## config.mk

```make
export PLATFORM = sky130hd
export DESIGN_NAME = noc_port_fifo
export DESIGN_NICKNAME = d
export VERILOG_FILES = /design/src/rtl/noc_pkg.sv /design/src/rtl/noc_fifo_mem.sv /design/src/rtl/noc_port_fifo.sv
export SDC_FILE = /design/constraint.sdc
export NUM_CORES = 1
export LEC_CHECK = 0
export CAP_MARGIN = 10
export CORE_MARGIN = 2
export CORE_UTILIZATION = 50
export CTS_CLUSTER_DIAMETER = 120
export CTS_CLUSTER_SIZE = 28
export DETAILED_ROUTE_END_ITERATION = 7
export GPL_TIMING_DRIVEN = 0
export PLACE_DENSITY = 0.78
export SLEW_MARGIN = 20
export SYNTH_ARGS = -nofsm -noshare
export SYNTH_HDL_FRONTEND = slang
export SYNTH_SLANG_ARGS = --single-unit
```

## constraint.sdc

```tcl
create_clock -name clk -period 2.63 [get_ports clk]
set_clock_uncertainty 0.1 [all_clocks]
set_input_delay 0.789 -clock clk [delete_from_list [all_inputs] [get_ports clk]]
set_output_delay 0.789 -clock clk [all_outputs]
set_load 0.1 [all_outputs]
```

## src/rtl/noc_pkg.sv

```systemverilog
// -----------------------------------------------------------------------------
// noc_pkg
//   Shared constants for the mesh NoC router datapath.
//   FLIT_W           default flit width in bits
//   PORT_FIFO_DEPTH  default entries per router input-port FIFO (power of two)
//   PORT_FIFO_AF     default almost-full threshold (occupancy) for back-pressure
// -----------------------------------------------------------------------------
package noc_pkg;

    localparam int FLIT_W          = 8;
    localparam int PORT_FIFO_DEPTH = 8;
    localparam int PORT_FIFO_AF    = 6;

endpackage : noc_pkg

```

## src/rtl/noc_fifo_mem.sv

```systemverilog
// -----------------------------------------------------------------------------
// noc_fifo_mem
//   DEPTH x DATA_W simple dual-port flit storage: one synchronous write port and
//   one registered read port with enable. The read register is the FIFO's
//   data_out, so it holds its value whenever no read is enabled.
// Ports
//   clk        in   rising-edge clock
//   rst        in   asynchronous active-high reset (clears the read register only)
//   i_wr_en    in   write enable
//   i_wr_addr  in   write address
//   i_wr_data  in   write data
//   i_rd_en    in   read enable; loads o_rd_data from i_rd_addr
//   i_rd_addr  in   read address
//   o_rd_data  out  registered read data
// -----------------------------------------------------------------------------
module noc_fifo_mem
    import noc_pkg::*;
#(
    parameter int DATA_W = FLIT_W,
    parameter int DEPTH  = PORT_FIFO_DEPTH
)
(
    input  logic                       clk,
    input  logic                       rst,
    input  logic                       i_wr_en,
    input  logic [$clog2(DEPTH)-1:0]   i_wr_addr,
    input  logic [DATA_W-1:0]          i_wr_data,
    input  logic                       i_rd_en,
    input  logic [$clog2(DEPTH)-1:0]   i_rd_addr,
    output logic [DATA_W-1:0]          o_rd_data
);

    logic [DATA_W-1:0] r_mem [DEPTH];
    logic [DATA_W-1:0] r_rd_data;

    // NOTE: the array has no reset so it maps onto plain RAM/flop arrays;
    // stale contents are never visible because the pointers and count gate reads.
    always_ff @(posedge clk) begin
        if (i_wr_en) begin
            r_mem[i_wr_addr] <= i_wr_data;
        end
    end

    // A read and write of the same slot on one edge returns the old contents,
    // which is what the full-FIFO simultaneous read/write case relies on.
    always_ff @(posedge clk or posedge rst) begin
        if (rst) begin
            r_rd_data <= '0;
        end else if (i_rd_en) begin
            r_rd_data <= r_mem[i_rd_addr];
        end
    end

    assign o_rd_data = r_rd_data;

endmodule : noc_fifo_mem

```

## src/rtl/noc_port_fifo.sv

```systemverilog
// -----------------------------------------------------------------------------
// noc_port_fifo
//   Flit buffer for one router input port. Circular buffer with registered read
//   data, exact occupancy count, full/empty/almost-full flags decoded from the
//   count register, and sticky overflow/underflow error flags.
// Ports
//   clk          in   rising-edge clock
//   rst          in   asynchronous active-high reset; discards all contents
//   write        in   write request; data_in sampled on the same edge
//   data_in      in   flit to enqueue
//   read         in   read request
//   clr_err      in   synchronous clear of overflow/underflow (a new error wins)
//   data_out     out  registered dequeued flit; holds when no read is accepted
//   data_valid   out  one-cycle pulse when data_out was loaded by an accepted read
//   full         out  count == DEPTH
//   empty        out  count == 0
//   almost_full  out  count >= AF_LEVEL
//   count        out  current occupancy
//   overflow     out  sticky: write while full with no read accepted
//   underflow    out  sticky: read while empty
// -----------------------------------------------------------------------------
module noc_port_fifo
    import noc_pkg::*;
#(
    parameter int DATA_W   = FLIT_W,
    parameter int DEPTH    = PORT_FIFO_DEPTH,
    parameter int AF_LEVEL = PORT_FIFO_AF
)
(
    input  logic                         clk,
    input  logic                         rst,
    input  logic                         write,
    input  logic [DATA_W-1:0]            data_in,
    input  logic                         read,
    input  logic                         clr_err,
    output logic [DATA_W-1:0]            data_out,
    output logic                         data_valid,
    output logic                         full,
    output logic                         empty,
    output logic                         almost_full,
    output logic [$clog2(DEPTH+1)-1:0]   count,
    output logic                         overflow,
    output logic                         underflow
);

    localparam int AW = $clog2(DEPTH);
    localparam int CW = $clog2(DEPTH+1);

    logic [AW-1:0] r_wr_ptr;
    logic [AW-1:0] r_rd_ptr;
    logic [CW-1:0] r_count;
    logic          r_data_valid;
    logic          r_overflow;
    logic          r_underflow;

    logic          w_full;
    logic          w_empty;
    logic          w_rd_acc;
    logic          w_wr_acc;
    logic [CW-1:0] w_count_next;

    // Flags decode the count register directly, so they never lag it.
    assign w_full  = (r_count == CW'(DEPTH));
    assign w_empty = (r_count == '0);

    // A write into a full FIFO is still accepted when a read frees a slot on
    // the same edge; a read from an empty FIFO is never bypassed from data_in.
    assign w_rd_acc = read & ~w_empty;
    assign w_wr_acc = write & (~w_full | w_rd_acc);

    // NOTE: always_comb assigns a default before the case so that every path
    // drives w_count_next and no latch is inferred.
    always_comb begin
        w_count_next = r_count;
        case ({w_wr_acc, w_rd_acc})
            2'b10:   w_count_next = r_count + CW'(1);
            2'b01:   w_count_next = r_count - CW'(1);
            default: w_count_next = r_count;
        endcase
    end

    // NOTE: sequential state uses non-blocking assignments so every register
    // samples the pre-edge values regardless of statement order.
    always_ff @(posedge clk or posedge rst) begin
        if (rst) begin
            r_wr_ptr     <= '0;
            r_rd_ptr     <= '0;
            r_count      <= '0;
            r_data_valid <= 1'b0;
        end else begin
            // Pointers wrap DEPTH-1 -> 0 by natural modulo (DEPTH is a power of two).
            if (w_wr_acc) begin
                r_wr_ptr <= r_wr_ptr + AW'(1);
            end
            if (w_rd_acc) begin
                r_rd_ptr <= r_rd_ptr + AW'(1);
            end
            r_count      <= w_count_next;
            r_data_valid <= w_rd_acc;
        end
    end

    // Sticky error flags; a new error on the same edge as clr_err wins.
    always_ff @(posedge clk or posedge rst) begin
        if (rst) begin
            r_overflow  <= 1'b0;
            r_underflow <= 1'b0;
        end else begin
            if (write & w_full & ~w_rd_acc) begin
                r_overflow <= 1'b1;
            end else if (clr_err) begin
                r_overflow <= 1'b0;
            end
            if (read & w_empty) begin
                r_underflow <= 1'b1;
            end else if (clr_err) begin
                r_underflow <= 1'b0;
            end
        end
    end

    noc_fifo_mem #(
        .DATA_W (DATA_W),
        .DEPTH  (DEPTH)
    ) u_mem (
        .clk       (clk),
        .rst       (rst),
        .i_wr_en   (w_wr_acc),
        .i_wr_addr (r_wr_ptr),
        .i_wr_data (data_in),
        .i_rd_en   (w_rd_acc),
        .i_rd_addr (r_rd_ptr),
        .o_rd_data (data_out)
    );

    assign data_valid  = r_data_valid;
    assign full        = w_full;
    assign empty       = w_empty;
    assign almost_full = (r_count >= CW'(AF_LEVEL));
    assign count       = r_count;
    assign overflow    = r_overflow;
    assign underflow   = r_underflow;

endmodule : noc_port_fifo

```

==> results of run 1 <==
[layout make-up]
cell class | count | area share
Sequential cell | 85 | 0.583
Inverter | 7 | 0.00890
Clock inverter | 7 | 0.0193
Buffer | 8 | 0.0160
Timing Repair Buffer | 40 | 0.0845
Multi-Input combinational cell | 120 | 0.236
Tap cell | 80 | 0.0237
Clock buffer | 9 | 0.0294
[cell families after synthesis]
| logic type | Yosys count | synth area share |
|---|---|---|
| adders and majority gates | 5 | 0.0180 |
| xor gates and xnor gates | 9 | 0.0226 |
| buffers and inverters | 16 | 0.0305 |
| muxes | 33 | 0.101 |
| and+or+nand+nor | 42 | 0.0611 |
| DFF | 85 | 0.703 |
| AOI/OAI and AO/OA | 31 | 0.0640 |
[final timing paths]
path / from / to / slack (ns) / cells past startpoint
max: count[0] / count[2] / -0.02 / 11
min: u_mem.o_rd_data[4] / u_mem.o_rd_data[4] / 0.38 / 2
max reg2reg: count[0] / count[2] / -0.02 / 11
min reg2reg: u_mem.o_rd_data[4] / u_mem.o_rd_data[4] / 0.38 / 2
max in group asynchronous: rst / count[0] / 1.07 / 2
min in group asynchronous: rst / count[1] / 0.78 / 2
[Yosys cell counts (2+ instances only)]
cell / number
edfxtp_1: 64
dfrtp_1: 21
nand2_1: 19
mux2_2: 17
mux2i_1: 16
a221o_1: 8
o21ai_1: 8
o22ai_1: 8
nor2_1: 6
xnor2_1: 6
ha_1: 5
inv_1: 5
nand2b_1: 5
buf_6: 4
nor3_1: 4
buf_4: 3
o21ai_0: 3
xor2_1: 3
buf_1: 2
nand2_2: 2
[layer usage]
layer	track usage	vias to the layer above	wire, um
li1	-	933	-
met1	0.238	963	3000
met2	0.301	53	3160
met3	0.0341	11	272
met4	0.0713	0	105
met5	0	-	0
[worst max-delay path, cell delays in order (launching register included)]
cell and delay (ns):
dfrtp_4 0.52, or4b_4 0.57, buf_6 0.14, o21a_4 0.22
inv_8 0.06, ha_4 0.15, xor2_2 0.07, ha_2 0.18
a21oi_2 0.12, xor2_1 0.19, nor2_1 0.08, xor2_1 0.14
[layout by cell type, fill, tap and decap left out, drive strengths merged]
| cell | n |
|---|---|
| buf | 21 |
| or3b | 1 |
| xor2 | 3 |
| nor3b | 1 |
| mux2 | 17 |
| nor2b | 1 |
| o21a | 1 |
| mux2i | 16 |
| a21oi | 1 |
| nor2 | 6 |
| a32oi | 1 |
| nand2 | 21 |
| clkbuf | 10 |
| inv | 9 |
| xnor2 | 6 |
| bufinv | 1 |
| nand2b | 5 |
| nor3 | 4 |
| or4b | 1 |
| edfxtp | 64 |
| nor4 | 2 |
| clkdlybuf4s50 | 12 |
| o21ai | 11 |
| o22ai | 8 |
| a221o | 8 |
| o32ai | 1 |
| dfrtp | 21 |
| ha | 5 |
| clkinvlp | 1 |
| clkinv | 3 |
| dlygate4sd2 | 14 |
[power by group through the flow]
| stage | Clock [mW] | Combinational, mW | Sequential (mW) |
|---|---|---|---|
| after floorplan | 0 | 1.14 | 2.71 |
| after global placement | 0 | 2.39 | 1.97 |
| after detailed placement | 0 | 2.45 | 2.00 |
| after CTS | 0.959 | 2.41 | 1.97 |
| after global routing | 1.02 | 2.60 | 2.00 |
| final | 0.951 | 2.45 | 1.97 |
[state kept, by name, indices dropped and copies added (netlist names)]
name	cells
data_valid	1
underflow	1
r_wr_ptr	3
u_mem.o_rd_data	8
count	4
u_mem.r_mem	64
r_rd_ptr	3
overflow	1
[repair_timing]
action | 4_1_cts | 5_1_grt
pin swaps | 4 | 7
hold buffers | 0 | 0
resized for setup | 35 | 9
endpoints found under the setup margin | 21 | 3
setup buffers | 6 | 3
[metrics by stage]
stage	cells	power, mW	TNS (ns)
after floorplan	221	3.84	-2.47
after CTS	353	5.34	0
after global placement	331	4.37	-24.63
after detailed placement	332	4.46	-9.72
after global routing	356	5.62	-0.205
final	356	5.37	-0.0233
==> run metrics, run 1 <==
clock sinks=85; Post-DP Area=0.00395 mm^2; Fin Hold WS=0.383 ns; period utilisation layout=1.01; row count=30; area of the multi-input gates=993 um^2; Final Util=0.624; post-synth cell types=32; drt via density=5.51; ys async rst share=0.247; PortBufs=30; gr ovfl total=0; Core Area=0.00676 mm^2; later-pin clock latency in the skew report=0.35 ns; global-route wire length before repair=10,000 um; failing checks=setup timing; Design Area, Final=0.00422 mm^2; Crit. End Element=register; Hold Fails Final Rpt=0; Vias=1,960; I/O pin count=31; Sw Pwr=2.38 mW; Initial Util=0.515; WL/cell=18.4 um; clock slew at reported path FFs=0.09 ns; pre-CTS setup slack=-0.612 ns; pin count of the biggest net entering global routing=22; Synth-to-Final Area Change=21.1%; CTS tree=done; sequential area share after synthesis=0.703; Detailed Route Iter0 Violations=67; top cell type by total area after synthesis=edfxtp_1; post-route minimum period=2.65 ns; chip width=87.5 um; f_max=377 MHz; Critical Path AT=2.79 ns; switching share of power=0.443; drt total wl=6540 um; H-tree levels=3; pwr dens=1270 mW/mm^2; Area contributors post-synth=edfxtp_1, dfrtp_1, mux2_2; post-route setup slack=-0.0233 ns; CP Max Fanout=5; Post-Syn Nets=239; Die Y=87.5 um; EDFF count, synth=64; Slew @ Worst Pin=0.974 ns; Max Buffers Root-to-Sink=2; ANT nets after route=0; gpl congestion=0.698; combinational power share=0.457; die area=0.00765 mm^2; ys flop type=edfxtp_1; number of global-route vias before repair=1,939; Leak Pwr=1.58 nW; Antenna Cells=0; Worst Path Required=2.77 ns; Synth top area share=0.552; status=finished with violations; Syn Area/Cell=15.8 um^2; number of synthesized register bits=85; clock network fraction of design power=0.177; Max-Cap Viols=0; RSZ-0062 raised after global routing=true; Warnings, synthesis=0; share of layout cells above drive strength 1=0.275; drt first pass iters=4; Nets=289; Root Buffer=clkbuf_8; CTS buffer count=9; Cell Int Power=3.00 mW; Peak VDD IR=0.466 mV; hpwl dp=4340 um; register share of total power=0.366; min-delay worst type=reg -> reg; CP startpoint kind=register; final count of pins violating max slew=0; Reg area=0.00246 mm^2; Fillers=509; initial antenna violation count=0; gr usage total=0.182; Syn Std Cell Area=0.00348 mm^2; Post-Synthesis Cells=221; Setup violations, final=1; max_slew headroom=0.353; kind of critical path=reg -> reg; # DRC=0
No activity file was read; power rests on OpenSTA's default activity.
==> run 2: changes to the inputs <==
--- a/config.mk
+++ b/config.mk
@@ -7,12 +7,12 @@
 export LEC_CHECK = 0
 export CAP_MARGIN = 10
 export CORE_MARGIN = 2
-export CORE_UTILIZATION = 50
+export CORE_UTILIZATION = 51
 export CTS_CLUSTER_DIAMETER = 120
 export CTS_CLUSTER_SIZE = 28
 export DETAILED_ROUTE_END_ITERATION = 7
 export GPL_TIMING_DRIVEN = 0
-export PLACE_DENSITY = 0.78
+export PLACE_DENSITY = 0.8
 export SLEW_MARGIN = 20
 export SYNTH_ARGS = -nofsm -noshare
 export SYNTH_HDL_FRONTEND = slang
==> run 2 against run 1 <==
Effect of this change:
- the run now ends clean
- via count grew 0.26%
- clock power shrank 6.5%
- sequential power is essentially flat
- critical endpoint is now full
- largest cell class unchanged
- largest power group unchanged
- highest routed layer unchanged
==> run metrics, run 2 (same netlist as run 1, synthesis figures left out) <==
RSZ-0062 raised after global routing=true (unchanged); Top reg by flops=u_mem.r_mem (unchanged); initial antenna violation count=0 (unchanged); pwr dens=1260 mW/mm^2 (was 1270 mW/mm^2); H-tree levels=3 (unchanged); period utilisation layout=0.994 (was 1.01); cell family with most CP delay=simple AND/OR/NAND/NOR gates (unchanged); pin count of the biggest net entering global routing=22 (unchanged); number of global-route vias before repair=1,992 (was 1,939); Leak Pwr=1.57 nW (was 1.58 nW); chip width=86.6 um (was 87.5 um); Crit path buffers/inverters=2 (unchanged); gpl congestion=0.760 (was 0.698); kind of critical path=reg -> out (was reg -> reg); Fillers=502 (was 509); # DRC=0 (unchanged); clock slew at reported path FFs=0.09 ns (about the same); WL/cell=18.5 um (was 18.4 um); Initial Util=0.521 (was 0.515); CP startpoint kind=register (unchanged); Critical Path AT=1.73 ns (was 2.79 ns); Peak VDD IR=0.499 mV (was 0.466 mV); final count of pins violating max slew=0 (unchanged); Detailed Route Iter0 Violations=71 (was 67); CTS buffer count=9 (unchanged); gr usage total=0.185 (was 0.182); Reg2Reg Setup Slack=0.06 ns (was -0.02 ns); CTS tree=done (unchanged); drt first pass iters=4 (unchanged); Vias=1,965 (was 1,960); f_max=383 MHz (was 377 MHz); Pwr Total=5.32 mW (was 5.37 mW); global-route wire length before repair=10,100 um (was 10,000 um); crit-path max cell delay=0.59 ns (was 0.57 ns); die area=0.00750 mm^2 (was 0.00765 mm^2); drt via density=5.52 (was 5.51); Setup violations, final=0 (was 1); Slowest-stage cell, CP=or4b_4 (unchanged); max FFs per register=64 (unchanged); share of layout cells above drive strength 1=0.275 (unchanged); clock sinks=85 (unchanged); post-route minimum period=2.61 ns (was 2.65 ns); CP Max Fanout=7 (was 5); HP Start=u_mem.o_rd_data[2] (was u_mem.o_rd_data[4]); CP cell instances=or4b_4 > clkinvlp_4 > buf_12 (was or4b_4 > buf_6 > o21a_4 > inv_8 > ha_4 > xor2_2 > ha_2 > a21oi_2 > xor2_1 > nor2_1 > xor2_1); RR Endpoint=count[2] (unchanged); Root Buffer=clkbuf_8 (unchanged); I/O pin count=31 (unchanged); Nets=289 (unchanged); hpwl dp=4300 um (was 4340 um); hold path endpoint=u_mem.o_rd_data[2] (was u_mem.o_rd_data[4]); max_slew headroom=0.354 (was 0.353); Die Y=86.6 um (was 87.5 um); hold path depth=2 (unchanged); Slew @ Worst Pin=0.973 ns (was 0.974 ns); ANT nets after route=0 (unchanged); post-route setup slack=0.0158 ns (was -0.0233 ns); reg-to-reg startpoint=count[1] (was count[0]); Max-Cap Viols=0 (unchanged); Antenna Cells=0 (unchanged); R2R depth=10 (was 11); PortBufs=30 (unchanged); status=completed (was finished with violations); most frequent cells in the layout=edfxtp_1, nand2_1, mux2_2, dfrtp_1, mux2i_1 (unchanged); Worst Path Required=1.74 ns (was 2.77 ns); min-delay worst type=reg -> reg (unchanged); Worst path depth=3 (was 11); gr ovfl total=0 (unchanged); Crit. End Element=output pin (was register); Synth-to-Final Area Change=21.0% (was 21.1%); commonest non-fill, non-tap cell in the layout=edfxtp_1 (unchanged); Hold Fails Final Rpt=0 (unchanged); Core Area=0.00668 mm^2 (was 0.00676 mm^2); pre-CTS setup slack=-0.604 ns (was -0.612 ns); drt total wl=6570 um (was 6540 um); later-pin clock latency in the skew report=0.36 ns (was 0.35 ns); Max Buffers Root-to-Sink=2 (unchanged); row count=30 (unchanged)
==> run 2: worst max path at each step <==
stage / slack (ns) / from / end
floorplan: -0.83 / count[0] / count[2]
global placement: -0.79 / read / u_mem.r_mem[0][7]
detailed placement: -0.60 / count[1] / full
CTS: -0.04 / count[1] / full
global route: -0.03 / count[1] / full
finish: 0.02 / count[1] / full
==> run 2: worst min-delay path, delay by kind of cell (launching register included) <==
kind / cells / cell delay (ns)
AOI/OAI and AO/OA: 1 / 0.06
DFF: 1 / 0.35
and+or+nand+nor: 1 / 0.05
==> run 2: area by class of cell <==
cell class | count | area [um^2] | share of cell area
repair buffers | 41 | 370 | 0.0879
flip-flops and latches | 85 | 2460 | 0.583
inverters | 7 | 40.0 | 0.00950
well taps | 80 | 100 | 0.0238
clock inverters | 6 | 53.8 | 0.0128
multi-input cells | 120 | 997 | 0.237
plain buffers | 7 | 56.3 | 0.0134
clock buffers | 10 | 138 | 0.0327
==> run 2: stage by stage <==
step / instance area (um^2) / TNS [ns] / hold slack [ns] / instances / util
floorplan: 3510 / -2.47 / 0.406 / 221 / -
global placement: 3910 / -24.03 / 0.365 / 331 / 0.585
detailed placement: 3940 / -8.53 / 0.377 / 332 / 0.590
CTS: 4140 / -0.0362 / 0.393 / 349 / 0.620
global route: 4210 / -0.0716 / 0.434 / 356 / 0.631
finish: 4210 / 0 / 0.385 / 356 / 0.631
==> run 2: repair_timing <==
item                                    in CTS  in global routing
hold buffers                                 0                  0
pin swaps                                    7                  2
endpoints found under the setup margin      21                  7
gates resized for setup                     36                  6
setup buffers                                2                  8
==> run 2: metal layers <==
layer | wire (um) | track usage | part of all wire | vias to the layer above
met2 | 3330 | 0.297 | 0.51 | 46
met5 | 0 | 0 | 0 | -
li1 | - | - | - | 929
met4 | 61 | 0.0710 | 0.0093 | 0
met3 | 244 | 0.0524 | 0.037 | 4
met1 | 2940 | 0.241 | 0.45 | 986
==> run 2: report_power, final <==
part           leakage (nW)  internal, mW  switching, mW
Sequential            0.831          1.77          0.209
Combinational         0.642         0.789           1.66
Clock                0.0954         0.385          0.504
Total                  1.57          2.94           2.38
==> run 3: changes to the inputs <==
--- a/config.mk
+++ b/config.mk
@@ -7,12 +7,12 @@
 export LEC_CHECK = 0
 export CAP_MARGIN = 10
 export CORE_MARGIN = 2
-export CORE_UTILIZATION = 51
+export CORE_UTILIZATION = 55
 export CTS_CLUSTER_DIAMETER = 120
 export CTS_CLUSTER_SIZE = 28
 export DETAILED_ROUTE_END_ITERATION = 7
 export GPL_TIMING_DRIVEN = 0
-export PLACE_DENSITY = 0.8
+export PLACE_DENSITY = 0.82
 export SLEW_MARGIN = 20
 export SYNTH_ARGS = -nofsm -noshare
 export SYNTH_HDL_FRONTEND = slang
==> constraint.sdc (replaced) <==
create_clock -name clk -period 3.37 [get_ports clk]
set_clock_uncertainty 0.1 [all_clocks]
set_input_delay 1.011 -clock clk [delete_from_list [all_inputs] [get_ports clk]]
set_output_delay 1.011 -clock clk [all_outputs]
set_load 0.1 [all_outputs]
==> run 3 against run 2 <==
Effect of this change:
- setup slack better by 0.12 ns
- first-iteration DRC count up 82%
- routed wire length down 9.0%
- critical path depth up 1
- final area down 1.6%
- sequential share of layout area up 0.95 points
- hold slack better by 0.0063 ns
- register-to-register slack better by 0.60 ns
- clock power down 15%
- critical endpoint is now almost_full
==> run metrics, run 3 (same netlist as run 1, synthesis figures left out) <==
Slew @ Worst Pin=0.968 ns (was 0.973 ns); Top reg by flops=u_mem.r_mem (unchanged); later-pin clock latency in the skew report=0.34 ns (was 0.36 ns); Core Area=0.00603 mm^2 (was 0.00668 mm^2); # DRC=0 (unchanged); die area=0.00698 mm^2 (was 0.00750 mm^2); Setup TNS Final=0 ns (unchanged); Fillers=407 (was 502); cts-stage hold buffer count=0 (unchanged); Peak VDD IR=0.716 mV (was 0.499 mV); Slowest-stage cell, CP=clkdlybuf4s50_1 (was or4b_4); WL/cell=17.5 um (was 18.5 um); post-route minimum period=3.24 ns; f_max=309 MHz; Die Y=83.6 um (was 86.6 um); Crit path buffers/inverters=2 (unchanged); Pwr Total=4.19 mW (was 5.32 mW); Post-DP Area=0.00393 mm^2 (was 0.00394 mm^2); Antenna Cells=0 (unchanged); clock slew at reported path FFs=0.08 ns (was 0.09 ns); Detailed Route Iter0 Violations=129 (was 71); post-route setup slack=0.134 ns (was 0.0158 ns); global-route wire length before repair=9630 um (was 10,100 um); H-tree levels=3 (unchanged); Max-Cap Viols=0 (unchanged); max FFs per register=64 (unchanged); Final Util=0.688 (was 0.631); final count of pins violating max slew=0 (unchanged); commonest non-fill, non-tap cell in the layout=edfxtp_1 (unchanged); Max Buffers Root-to-Sink=2 (unchanged); pin count of the biggest net entering global routing=22 (unchanged); gr usage total=0.180 (was 0.185); clock sinks=85 (unchanged); max_slew headroom=0.353 (was 0.354); drt total wl=5980 um (was 6570 um); Crit. End Element=output pin (unchanged); Root Buffer=clkbuf_8 (unchanged); Critical Path AT=2.12 ns (was 1.73 ns); period utilisation layout=0.960; CP startpoint kind=register (unchanged); Worst Path Required=2.26 ns (was 1.74 ns); min-delay worst type=reg -> reg (unchanged); Setup violations, final=0 (unchanged); I/O pin count=31 (unchanged); hpwl dp=4100 um (was 4300 um); number of global-route vias before repair=1,899 (was 1,992); RSZ-0062 raised after global routing=false (was true); drt via density=5.51 (was 5.52); Post-CTS Setup Inserts=0 (was 2); gr ovfl total=0 (unchanged); pwr dens=1010 mW/mm^2 (was 1260 mW/mm^2); row count=28 (was 30); initial antenna violation count=0 (unchanged); share of layout cells above drive strength 1=0.217 (was 0.275); Synth-to-Final Area Change=19.0% (was 21.0%); crit-path max cell delay=1.12 ns (was 0.59 ns); Hold Fails Final Rpt=0 (unchanged); kind of critical path=reg -> out (unchanged); Vias=1,884 (was 1,965); CP cell instances=buf_6 > nand2_1 > nand2b_1 > clkdlybuf4s50_1 (was or4b_4 > clkinvlp_4 > buf_12); ANT nets after route=0 (unchanged); drt first pass iters=5 (was 4); post-cts gate resize count=4 (was 36); pre-CTS setup slack=-0.0644 ns (was -0.604 ns); Design Area, Final=0.00415 mm^2 (was 0.00421 mm^2); most frequent cells in the layout=edfxtp_1, clkdlybuf4s50_1, nand2_1, mux2_2, dfrtp_1 (was edfxtp_1, nand2_1, mux2_2, dfrtp_1, mux2i_1); chip width=83.6 um (was 86.6 um); gpl congestion=0.801 (was 0.760); Nets=281 (was 289); cell family with most CP delay=buffers and inverters (was simple AND/OR/NAND/NOR gates); status=completed (unchanged); CTS tree=done (unchanged); CTS buffer count=9 (unchanged); CP Max Fanout=8 (was 7); Initial Util=0.578 (was 0.521); PortBufs=30 (unchanged); Leak Pwr=1.51 nW (was 1.57 nW)
-- run 3: changes by cell type in the layout (fill, tap and decap cells not counted), moves of 2 or more --
| cell | delta |
|---|---|
| bufinv_16 | +2 |
| inv_8 | -2 |
| dlygate4sd2_1 | -14 |
| buf_6 | +2 |
| buf_4 | -11 |
| clkdlybuf4s50_1 | +16 |
-- run 3: layout make-up --
type / count / area [um^2] / share of cell area
flip-flops and latches: 85 / 2460 / 0.593
multi-input cells: 120 / 966 / 0.233
repair buffers: 31 / 305 / 0.0736
clock buffers: 10 / 128 / 0.0308
well taps: 75 / 93.8 / 0.0226
clock inverters: 5 / 85.1 / 0.0205
plain buffers: 9 / 78.8 / 0.0190
inverters: 7 / 31.3 / 0.00755
-- run 3: through the flow --
step,hold WS (ns),std cells
floorplan,0.406,221
global placement,0.365,326
detailed placement,0.375,327
CTS,0.393,342
global route,0.413,342
finish,0.392,342
-- run 3: worst paths after layout --
path                                           end  depth (start not counted)               start  slack (ns)
min in group asynchronous       u_mem.o_rd_data[7]                          2                 rst        1.00
worst min register to register  u_mem.o_rd_data[6]                          2  u_mem.o_rd_data[6]        0.39
max in group asynchronous                 count[1]                          2                 rst        1.59
worst min-delay path            u_mem.o_rd_data[6]                          2  u_mem.o_rd_data[6]        0.39
worst max register to register            count[2]                         11            count[1]        0.66
worst max-delay path                   almost_full                          4            count[1]        0.13
-- run 3: report_power, final --
part / total [mW] / internal, mW / switching, mW
Combinational: 1.89 / 0.622 / 1.27
Clock: 0.759 / 0.417 / 0.342
Sequential: 1.54 / 1.38 / 0.161
-- run 3: tightest hold or removal path: stages, from the launching register on --
cell and delay (ns):
dfrtp_1 0.35, nand2_1 0.05, o21ai_1 0.06
-- run 3: routing by layer --
layer,share of wire,up-vias,global-route usage,wire (um)
li1,-,916,-,-
met1,0.48,919,0.257,2850
met2,0.48,45,0.275,2850
met3,0.037,4,0.0396,221
met4,0.010,0,0.0674,61
met5,0,-,0,0
